==> src/rtl/vga_sync_if.sv <==
// Pixel-coordinate and timing bus from the sync generator to the painter/colour-mux stage.
// The generator drives every signal; painters only observe them.
interface vga_sync_if;
    logic [9:0] hpos;
    logic [8:0] vpos;
    logic       display_on;
    logic       hsync;
    logic       vsync;
    logic       line_start;
    logic       frame_start;

    modport master (
        output hpos,
        output vpos,
        output display_on,
        output hsync,
        output vsync,
        output line_start,
        output frame_start
    );

    modport slave (
        input hpos,
        input vpos,
        input display_on,
        input hsync,
        input vsync,
        input line_start,
        input frame_start
    );
endinterface

==> src/rtl/vga_sync_generator.sv <==
// Free-running VGA horizontal/vertical timing generator advancing once per pixel strobe.
// Every output is registered and derived from the post-increment counter values.
module vga_sync_generator #(
    parameter int unsigned H_DISPLAY = 640,
    parameter int unsigned H_FRONT   = 16,
    parameter int unsigned H_SYNC    = 96,
    parameter int unsigned H_BACK    = 48,
    parameter int unsigned V_DISPLAY = 480,
    parameter int unsigned V_FRONT   = 10,
    parameter int unsigned V_SYNC    = 2,
    parameter int unsigned V_BACK    = 33,
    parameter logic        SYNC_POL  = 1'b0
) (
    input  logic       clk,
    input  logic       rst_n,
    input  logic       pix_en,
    vga_sync_if.master vga
);
    localparam logic [9:0] H_LAST     = 10'(H_DISPLAY + H_FRONT + H_SYNC + H_BACK - 1);
    localparam logic [9:0] V_LAST     = 10'(V_DISPLAY + V_FRONT + V_SYNC + V_BACK - 1);
    localparam logic [9:0] H_VIS      = 10'(H_DISPLAY);
    localparam logic [9:0] V_VIS      = 10'(V_DISPLAY);
    localparam logic [9:0] HS_START   = 10'(H_DISPLAY + H_FRONT);
    localparam logic [9:0] HS_END     = 10'(H_DISPLAY + H_FRONT + H_SYNC);
    localparam logic [9:0] VS_START   = 10'(V_DISPLAY + V_FRONT);
    localparam logic [9:0] VS_END     = 10'(V_DISPLAY + V_FRONT + V_SYNC);

    logic [9:0] h_cnt_r;
    logic [9:0] v_cnt_r;
    logic [9:0] hpos_r;
    logic [8:0] vpos_r;
    logic       display_on_r;
    logic       hsync_r;
    logic       vsync_r;
    logic       line_start_r;
    logic       frame_start_r;

    logic       h_wrap_s;
    logic [9:0] h_next_s;
    logic [9:0] v_next_s;
    logic       display_next_s;
    logic [9:0] hpos_next_s;
    logic [8:0] vpos_next_s;
    logic       hsync_next_s;
    logic       vsync_next_s;
    logic       line_start_next_s;
    logic       frame_start_next_s;

    // Next counter values and the outputs they imply, so all outputs align to one pixel.
    always_comb begin
        h_wrap_s = (h_cnt_r == H_LAST);
        if (h_wrap_s) begin
            h_next_s = 10'd0;
        end else begin
            h_next_s = h_cnt_r + 10'd1;
        end
        if (h_wrap_s) begin
            if (v_cnt_r == V_LAST) begin
                v_next_s = 10'd0;
            end else begin
                v_next_s = v_cnt_r + 10'd1;
            end
        end else begin
            v_next_s = v_cnt_r;
        end

        display_next_s = (h_next_s < H_VIS) && (v_next_s < V_VIS);
        if (display_next_s) begin
            hpos_next_s = h_next_s;
            vpos_next_s = v_next_s[8:0];
        end else begin
            hpos_next_s = 10'd0;
            vpos_next_s = 9'd0;
        end

        if ((h_next_s >= HS_START) && (h_next_s < HS_END)) begin
            hsync_next_s = SYNC_POL;
        end else begin
            hsync_next_s = ~SYNC_POL;
        end
        // vsync keys off v only, so its edges naturally land on h_cnt=0
        if ((v_next_s >= VS_START) && (v_next_s < VS_END)) begin
            vsync_next_s = SYNC_POL;
        end else begin
            vsync_next_s = ~SYNC_POL;
        end

        line_start_next_s  = (h_next_s == 10'd0);
        frame_start_next_s = (h_next_s == 10'd0) && (v_next_s == 10'd0);
    end

    // Counter and output registers; reset parks on the last blanked pixel so the first strobe lands on (0,0).
    always_ff @(posedge clk or negedge rst_n) begin
        if (!rst_n) begin
            h_cnt_r       <= H_LAST;
            v_cnt_r       <= V_LAST;
            hpos_r        <= 10'd0;
            vpos_r        <= 9'd0;
            display_on_r  <= 1'b0;
            hsync_r       <= ~SYNC_POL;
            vsync_r       <= ~SYNC_POL;
            line_start_r  <= 1'b0;
            frame_start_r <= 1'b0;
        end else if (pix_en) begin
            h_cnt_r       <= h_next_s;
            v_cnt_r       <= v_next_s;
            hpos_r        <= hpos_next_s;
            vpos_r        <= vpos_next_s;
            display_on_r  <= display_next_s;
            hsync_r       <= hsync_next_s;
            vsync_r       <= vsync_next_s;
            line_start_r  <= line_start_next_s;
            frame_start_r <= frame_start_next_s;
        end else begin
            line_start_r  <= 1'b0;
            frame_start_r <= 1'b0;
        end
    end

    assign vga.hpos        = hpos_r;
    assign vga.vpos        = vpos_r;
    assign vga.display_on  = display_on_r;
    assign vga.hsync       = hsync_r;
    assign vga.vsync       = vsync_r;
    assign vga.line_start  = line_start_r;
    assign vga.frame_start = frame_start_r;
endmodule

==> src/flat_wrapper.sv <==
// flat-port wrapper written by rule: the top's interface ports become plain ports
module vga_sync_generator_flat 
#(
    parameter int unsigned H_DISPLAY = 640,
    parameter int unsigned H_FRONT   = 16,
    parameter int unsigned H_SYNC    = 96,
    parameter int unsigned H_BACK    = 48,
    parameter int unsigned V_DISPLAY = 480,
    parameter int unsigned V_FRONT   = 10,
    parameter int unsigned V_SYNC    = 2,
    parameter int unsigned V_BACK    = 33,
    parameter logic        SYNC_POL  = 1'b0
)
  (clk, rst_n, pix_en, vga_hpos, vga_vpos, vga_display_on, vga_hsync, vga_vsync, vga_line_start, vga_frame_start);
  vga_sync_if vga_i ();
  input  logic clk;
  input  logic rst_n;
  input  logic pix_en;
  output wire logic [$bits(vga_i.hpos)-1:0] vga_hpos;
  output wire logic [$bits(vga_i.vpos)-1:0] vga_vpos;
  output wire logic [$bits(vga_i.display_on)-1:0] vga_display_on;
  output wire logic [$bits(vga_i.hsync)-1:0] vga_hsync;
  output wire logic [$bits(vga_i.vsync)-1:0] vga_vsync;
  output wire logic [$bits(vga_i.line_start)-1:0] vga_line_start;
  output wire logic [$bits(vga_i.frame_start)-1:0] vga_frame_start;
  assign vga_hpos = vga_i.hpos;
  assign vga_vpos = vga_i.vpos;
  assign vga_display_on = vga_i.display_on;
  assign vga_hsync = vga_i.hsync;
  assign vga_vsync = vga_i.vsync;
  assign vga_line_start = vga_i.line_start;
  assign vga_frame_start = vga_i.frame_start;
  vga_sync_generator #(.H_DISPLAY(H_DISPLAY), .H_FRONT(H_FRONT), .H_SYNC(H_SYNC), .H_BACK(H_BACK), .V_DISPLAY(V_DISPLAY), .V_FRONT(V_FRONT), .V_SYNC(V_SYNC), .V_BACK(V_BACK), .SYNC_POL(SYNC_POL)) u_core (.clk(clk), .rst_n(rst_n), .pix_en(pix_en), .vga(vga_i));
endmodule
==> config.mk <==
export PLATFORM = sky130hd
export DESIGN_NAME = vga_sync_generator_flat
export DESIGN_NICKNAME = d
export VERILOG_FILES = /design/src/rtl/vga_sync_if.sv /design/src/rtl/vga_sync_generator.sv /design/src/flat_wrapper.sv
export SDC_FILE = /design/constraint.sdc
export NUM_CORES = 1
export LEC_CHECK = 0
export ABC_AREA = 1
export CAP_MARGIN = 30
export CORE_ASPECT_RATIO = 0.9
export CORE_MARGIN = 4
export CORE_UTILIZATION = 55
export DETAILED_ROUTE_END_ITERATION = 10
export GPL_ROUTABILITY_DRIVEN = 0
export PLACE_DENSITY_LB_ADDON = 0.1
export SETUP_SLACK_MARGIN = 0.5
export SLEW_MARGIN = 30
export SYNTH_ARGS = -nofsm -noshare
export SYNTH_HDL_FRONTEND = slang
export SYNTH_SLANG_ARGS = --single-unit
==> constraint.sdc <==
create_clock -name clk -period 2.8 [get_ports clk]
set_input_delay 0.56 -clock clk [delete_from_list [all_inputs] [get_ports clk]]
set_output_delay 0.56 -clock clk [all_outputs]
set_load 0.02 [all_outputs]
==> results_dict.tcl, run 1 <==
set metrics [dict create \
    number_of_max_slew_violations_in_the_final_report 0 \
    ys_seq_area_share_pct 43.2 \
    route.detailed.wl_per_inst_um 13.9 \
    cts-buffers-inserted 5 \
    core.rowCount 23 \
    maxSlewHeadroom_pct 63.5 \
    nFillCells 395 \
    num-nets-final 387 \
    antenna_found_initial 0 \
    drt.antenna.violating_nets 0 \
    holdCritPathClass "input pin to asynchronous set/reset pin" \
    clock-root-buffer "sky130_fd_sc_hd__clkbuf_8" \
    detail_route.first_pass.iterations 6 \
    syn-cell-area_mm2 0.00258 \
    chipWidth_um 80.2 \
    start_kind "register" \
    grt_util_all_layers_pct 23.0 \
    chipHeight_um 73.0 \
    clkSinkCount 44 \
    run_status "finished, final reports clean" \
    clock_tree.buffer_depth 2 \
    grt_first_pass_wirelength_um 10500 \
    report.final.hold_viol_count 0 \
    max_cap_violations 0 \
    via_per_inst 5.24 \
    worst_endpoint_required_time_ns 3.04 \
    setup.worst_path.end_class "register" \
    detailed_placer_s_ending_hpwl_um 4290 \
    floorplan_core_area_mm2 0.00449 \
    setup_total_negative_slack_ns 0 \
    power_mw 2.24 \
    die_area_mm2 0.00586 \
    grt.met2_usage_pct 32.6 \
    drt_iter0_markers 159 \
    syn-num-nets 359 \
    post_synth_num_cell_types 30 \
    final_period_minus_worst_setup_slack_ns 2.12 \
    worstMarginPinSlew_ns 0.548 \
    diodes 0 \
    place.port_buffers 26 \
    io_pins 27 \
    post-route-drc-count 0 \
    rsz_0062_raised_after_global_routing "false" \
    layout.cells.non_filler 444 \
    ctsHtreeMaxLevel 2 \
    number_of_warnings_reported_in_the_yosys_synthesis_log 0 \
    cts_hold_buf 0 \
    syn2layout_area_growth_pct 18.9 \
    first_global_vias 2219 \
    synth.ff_latch_count 44 \
    grt_busiest_layer "met1" \
    share_of_layout_cells_above_drive_strength_1_pct 14.7 \
    worst-r2r-setup-slack_ns 0.68 \
    vdd_drop_max_uv 585 \
    finalCritPeriodShare_pct 75.8 \
    initial_core_utilization_pct 57.6 \
    syn_avg_cell_area_um2 7.32 \
    grt_max_degree 45 \
    final-setup-viol-count 0 \
    dp_cells 432 \
    fmaxAchievable_mhz 471 \
    clock_skews_ns 0.0110 \
    cts_tree "yes" \
    drt_wl_total_um 6160 \
    grt_util_met3_pct 4.20 \
    synthesis.instances 353 \
    vias 2325 \
    cp.arrival_ns 2.36 \
    overflow 0 \
    total_leakage_power_nw 1.51 \
    clkSlewWorstSetupHoldPaths_ns 0.09 \
    timing.critical_path.fanout_max 17 \
    power_density_mw_per_mm2 729 \
    final_non_filler_cell_area_mm2 0.00307 \
    post_dp_cell_area_mm2 0.00286 \
    grt.met1_usage_pct 35.5 \
    criticalPathCategory "register to register" \
    clock_insertion_delay_worst_skew_ns 0.31 \
]
registers in the layout, summed over array words and instances (netlist names):
name and cells:
u_core.vga.vpos 9, u_core.vga.vsync 1, u_core.vga.hpos 10, u_core.v_cnt_r 10, u_core.vga.frame_start 1, u_core.vga.line_start 1
u_core.vga.display_on 1, u_core.vga.hsync 1, u_core.h_cnt_r 10
cell type report:
type / count / area [um^2] / share of cell area [%]
clock inverter: 2 / 38.8 / 1.26
multi-input combinational: 259 / 1280 / 41.6
clock buffer: 6 / 82.6 / 2.69
tap: 62 / 77.6 / 2.53
sequential: 44 / 1120 / 36.3
inverter: 38 / 143 / 4.64
timing repair buffer: 33 / 335 / 10.9
what timing repair did:
item,4_1_cts,5_1_grt
pin swaps,2,2
setup endpoints to repair,20,21
gates resized for setup,0,6
setup buffers,4,0
logic make-up (layout without fill, tap and decap cells):
group / count (synthesis) / count (layout) / synth area share (%)
and+or+nand+nor: 218 / 218 / 37.6
buffers and inverters: 50 / 79 / 8.62
DFF: 44 / 44 / 43.2
AOI/OAI and AO/OA: 35 / 35 / 8.09
adders and majority gates: 3 / 3 / 1.45
xor gates and xnor gates: 3 / 3 / 1.02
stage by stage:
stage               hold WS [ns]  setup WS [ns]  util (%)
finish                     0.228          0.677      68.4
global route               0.274          0.518      68.4
CTS                        0.437          0.552      67.6
detailed placement         0.464          0.365      63.7
global placement           0.462          0.478      63.7
floorplan                  0.264          0.774         -
path summary, 6_finish.rpt:
kind | startpoint | end | cells after the start
worst max register to register | u_core.h_cnt_r[0] | u_core.vga.vpos[3] | 12
worst max-delay path | u_core.h_cnt_r[0] | u_core.vga.vpos[3] | 12
worst min register to register | u_core.vga.hpos[4] | u_core.vga.hpos[4] | 2
min in group clk | u_core.vga.hpos[4] | u_core.vga.hpos[4] | 2
worst min-delay path | rst_n | u_core.v_cnt_r[6] | 1
max in group asynchronous | rst_n | u_core.h_cnt_r[0] | 1
cell usage in the layout (no fill, tap or decap), drive strengths merged, types with 2 or more instances in the layout:
cell type      netlist  layout
dfstp               12      12
clkbuf               6       6
nand2              116     116
a21oi               10      10
nand3               28      28
xor2                 2       2
clkdlybuf4s50        0      25
nor2                65      65
buf                  6       8
ha                   3       3
o21bai              12      12
o21ai               11      11
inv                 38      38
dfrtp               32      32
nand4                7       7
cells in the mapped netlist, drive strengths merged:
library cell,count,area [um^2]
o21bai,12,90.1
nor3,1,5.00
dfstp,12,315
dfrtp,32,801
inv,38,143
a21oi,10,50.1
nand4,7,50.1
clkbuf,6,22.5
nand3b,1,7.51
xnor2,1,8.76
xor2,2,17.5
nand3,28,145
nand2,116,483
ha,3,37.5
o21ai,11,55.1
a21boi,1,7.51
buf,6,57.5
nor2,65,282
a31oi,1,6.26
per-layer routing:
layer	wire length, um	vias up
met5	0	-
met4	70	0
met3	415	8
met2	2610	105
met1	3070	1043
li1	-	1169
worst max-delay path: stages, from the launching register on:
cell and delay, ns:
sky130_fd_sc_hd__dfstp_2 0.62, sky130_fd_sc_hd__ha_4 0.19, sky130_fd_sc_hd__nand3_2 0.11, sky130_fd_sc_hd__nor2_4 0.22, sky130_fd_sc_hd__nand2_8 0.12, sky130_fd_sc_hd__nand2_1 0.11
sky130_fd_sc_hd__nor2_1 0.04, sky130_fd_sc_hd__o21ai_1 0.09, sky130_fd_sc_hd__nand2_2 0.09, sky130_fd_sc_hd__nor2_4 0.18, sky130_fd_sc_hd__buf_4 0.17, sky130_fd_sc_hd__nand2_2 0.06
sky130_fd_sc_hd__nand2_1 0.06
power by group:
part	internal, mW	switching [mW]	leakage (nW)	total [mW]
Clock	0.292	0.229	0.0614	0.521
Sequential	0.793	0.137	0.547	0.930
Combinational	0.318	0.469	0.905	0.788
Total	1.40	0.835	1.51	2.24
Power figures use the tool's default switching activity.
==> inputs of run 2 (changes only) <==
- CORE_UTILIZATION: 55 -> 51
- clock period: 2.8 -> 1.95 ns (I/O delays scaled with it)
==> results_dict.tcl, run 2 (synthesized netlist as in run 1, its figures left out) <==
set metrics [dict create \
    ctsHtreeMaxLevel 2 \
    setup_slack_ns -0.114 \
    die_area_mm2 0.00627 \
    met1_length_um 3520 \
    total_leakage_power_nw 1.86 \
    core.rowCount 24 \
    failed_checks "negative setup slack" \
    fmaxAchievable_mhz 484 \
    fin_util_pct 73.8 \
    setup.worst_path.end_class "register" \
    number_of_max_slew_violations_in_the_final_report 0 \
    worst-r2r-setup-slack_ns -0.11 \
    num-nets-final 430 \
    drt.antenna.violating_nets 0 \
    io_pins 27 \
    detailed_placer_s_ending_hpwl_um 4960 \
    grt_first_pass_wirelength_um 11500 \
    ff2ff_path_depth 12 \
    initial_core_utilization_pct 53.1 \
    rr_endpoint "u_core.vga.hpos[2]" \
    antenna_found_initial 0 \
    maxSlewHeadroom_pct 79.5 \
    place.port_buffers 26 \
    crit_family "simple AND/OR/NAND/NOR gates" \
    dp_cells 471 \
    cts_hold_buf 0 \
    mostFrequentLayoutCells "sky130_fd_sc_hd__nand2_1 (78), sky130_fd_sc_hd__nor2_1 (47), sky130_fd_sc_hd__buf_4 (40)" \
    cp.buffers_inverters 1 \
    cp.arrival_ns 2.30 \
    clkSlewWorstSetupHoldPaths_ns 0.09 \
    holdCritPathClass "input pin to asynchronous set/reset pin" \
    worstMarginPinSlew_ns 0.305 \
    routed-wl-met2_um 3330 \
    clock-root-buffer "sky130_fd_sc_hd__clkbuf_8" \
    met3_wirelength_um 510 \
    detail_route.first_pass.iterations 6 \
    share_of_layout_cells_above_drive_strength_1_pct 34.4 \
    chipHeight_um 75.5 \
    diodes 0 \
    maxUsedRoutingLayer "met4" \
    post-route-drc-count 0 \
    nFillCells 400 \
    first_global_vias 2419 \
    worst_endpoint_required_time_ns 2.18 \
    final-setup-viol-count 25 \
    floorplan_core_area_mm2 0.00486 \
    overflow 0 \
    clock_insertion_delay_worst_skew_ns 0.30 \
    drt_wl_total_um 7480 \
    power_density_mw_per_mm2 1010 \
    via_per_inst 5.35 \
    route.detailed.wl_per_inst_um 15.3 \
    timing.critical_path.fanout_max 8 \
    rsz_0062_raised_after_global_routing "true" \
    report.final.hold_viol_count 0 \
    final_period_minus_worst_setup_slack_ns 2.06 \
    dpl_worst_slack_ns -0.119 \
    vias 2614 \
    cp.depth 12 \
    vdd_drop_max_uv 764 \
    syn2layout_area_growth_pct 39.0 \
    run_status "finished, violations left" \
    cts-buffers-inserted 5 \
    drt_iter0_markers 254 \
    chipWidth_um 83.0 \
    max_cap_violations 0 \
    worstPathCellList "ha_4 -> nand3_4 -> nor2_4 -> nand2_4 -> nand2_1 -> nand2_1 -> nand2_2 -> nor2_4 -> nor2_4 -> buf_12 -> nand2_2 -> nand2_1" \
    clock_tree.buffer_depth 2 \
    grt_max_degree 45 \
    layout.cells.non_filler 489 \
    cts_tree "yes" \
    clock_skews_ns 0.0122 \
    finalCritPeriodShare_pct 106 \
    crit_path_max_incr_delay_ns 0.57 \
    start_kind "register" \
    leading_cell_type_in_the_layout_fill_and_taps_excluded "sky130_fd_sc_hd__nand2_1" \
    criticalPathCategory "register to register" \
    clkSinkCount 44 \
    worst_r2r_startpoint "u_core.h_cnt_r[0]" \
    grt_util_all_layers_pct 23.2 \
    cpMaxStageDelayCell "sky130_fd_sc_hd__dfstp_2" \
]
==> run 2: cell count changes in the layout (fill, tap and decap cells not counted), sizes merged, moves of 2 or more <==
cell	delta
buf	+43
clkdlybuf4s50	-24
dlygate4sd2	+21
nor2	+2
==> run 2: final cells by class <==
class	instances	area (um^2)	area share, %
clock buffers	5	68.8	1.92
inverters	38	143	3.97
flip-flops and latches	44	1120	31.1
clock inverters	2	60.1	1.67
repair buffers	74	631	17.6
well taps	65	81.3	2.26
multi-input cells	261	1490	41.5
==> run 2: per-stage QoR <==
| stage | instance area (um^2) | setup TNS (ns) | power (mW) | hold WS [ns] |
|---|---|---|---|---|
| 4_1_cts | 3350 | -1.46 | 3.44 | 0.0586 |
| 3_5_place_dp | 3180 | -1.92 | 2.63 | 0.388 |
| 6_report | 3590 | -1.96 | 3.63 | 0.0361 |
| 3_3_place_gp | 3180 | -1.07 | 2.61 | 0.383 |
| 5_1_grt | 3590 | -4.85 | 3.82 | 0.0529 |
| 2_1_floorplan | 2610 | 0 | 2.06 | 0.0944 |
==> run 2: worst max-delay path by stage <==
stage,to,slack [ns],start
3_3_place_gp,u_core.vga.vpos[7],-0.08,u_core.h_cnt_r[1]
6_report,u_core.vga.hpos[2],-0.11,u_core.h_cnt_r[0]
5_1_grt,u_core.vga.vpos[8],-0.23,u_core.h_cnt_r[1]
3_5_place_dp,u_core.vga.vpos[5],-0.12,u_core.h_cnt_r[1]
4_1_cts,u_core.vga.vpos[5],-0.09,u_core.h_cnt_r[1]
2_1_floorplan,u_core.vga.hpos[3],0.03,u_core.h_cnt_r[0]
==> run 2: power by group <==
group / total (mW) / switching (mW) / internal, mW
Sequential: 1.33 / 0.193 / 1.14
Combinational: 1.47 / 0.857 / 0.616
Clock: 0.821 / 0.316 / 0.504
Total: 3.63 / 1.37 / 2.26
==> run 2: metal layers <==
metal	track usage, %	vias to the layer above
li1	-	1249
met1	33.7	1233
met2	35.0	114
met3	5.51	18
met4	6.53	0
met5	0	-
==> run 2: what timing repair did <==
action,in CTS,in global routing
resized for setup,45,57
endpoints found under the hold margin,0,0
pin swaps,1,26
setup buffers,3,6
cloned,1,1
setup endpoints to repair,67,44
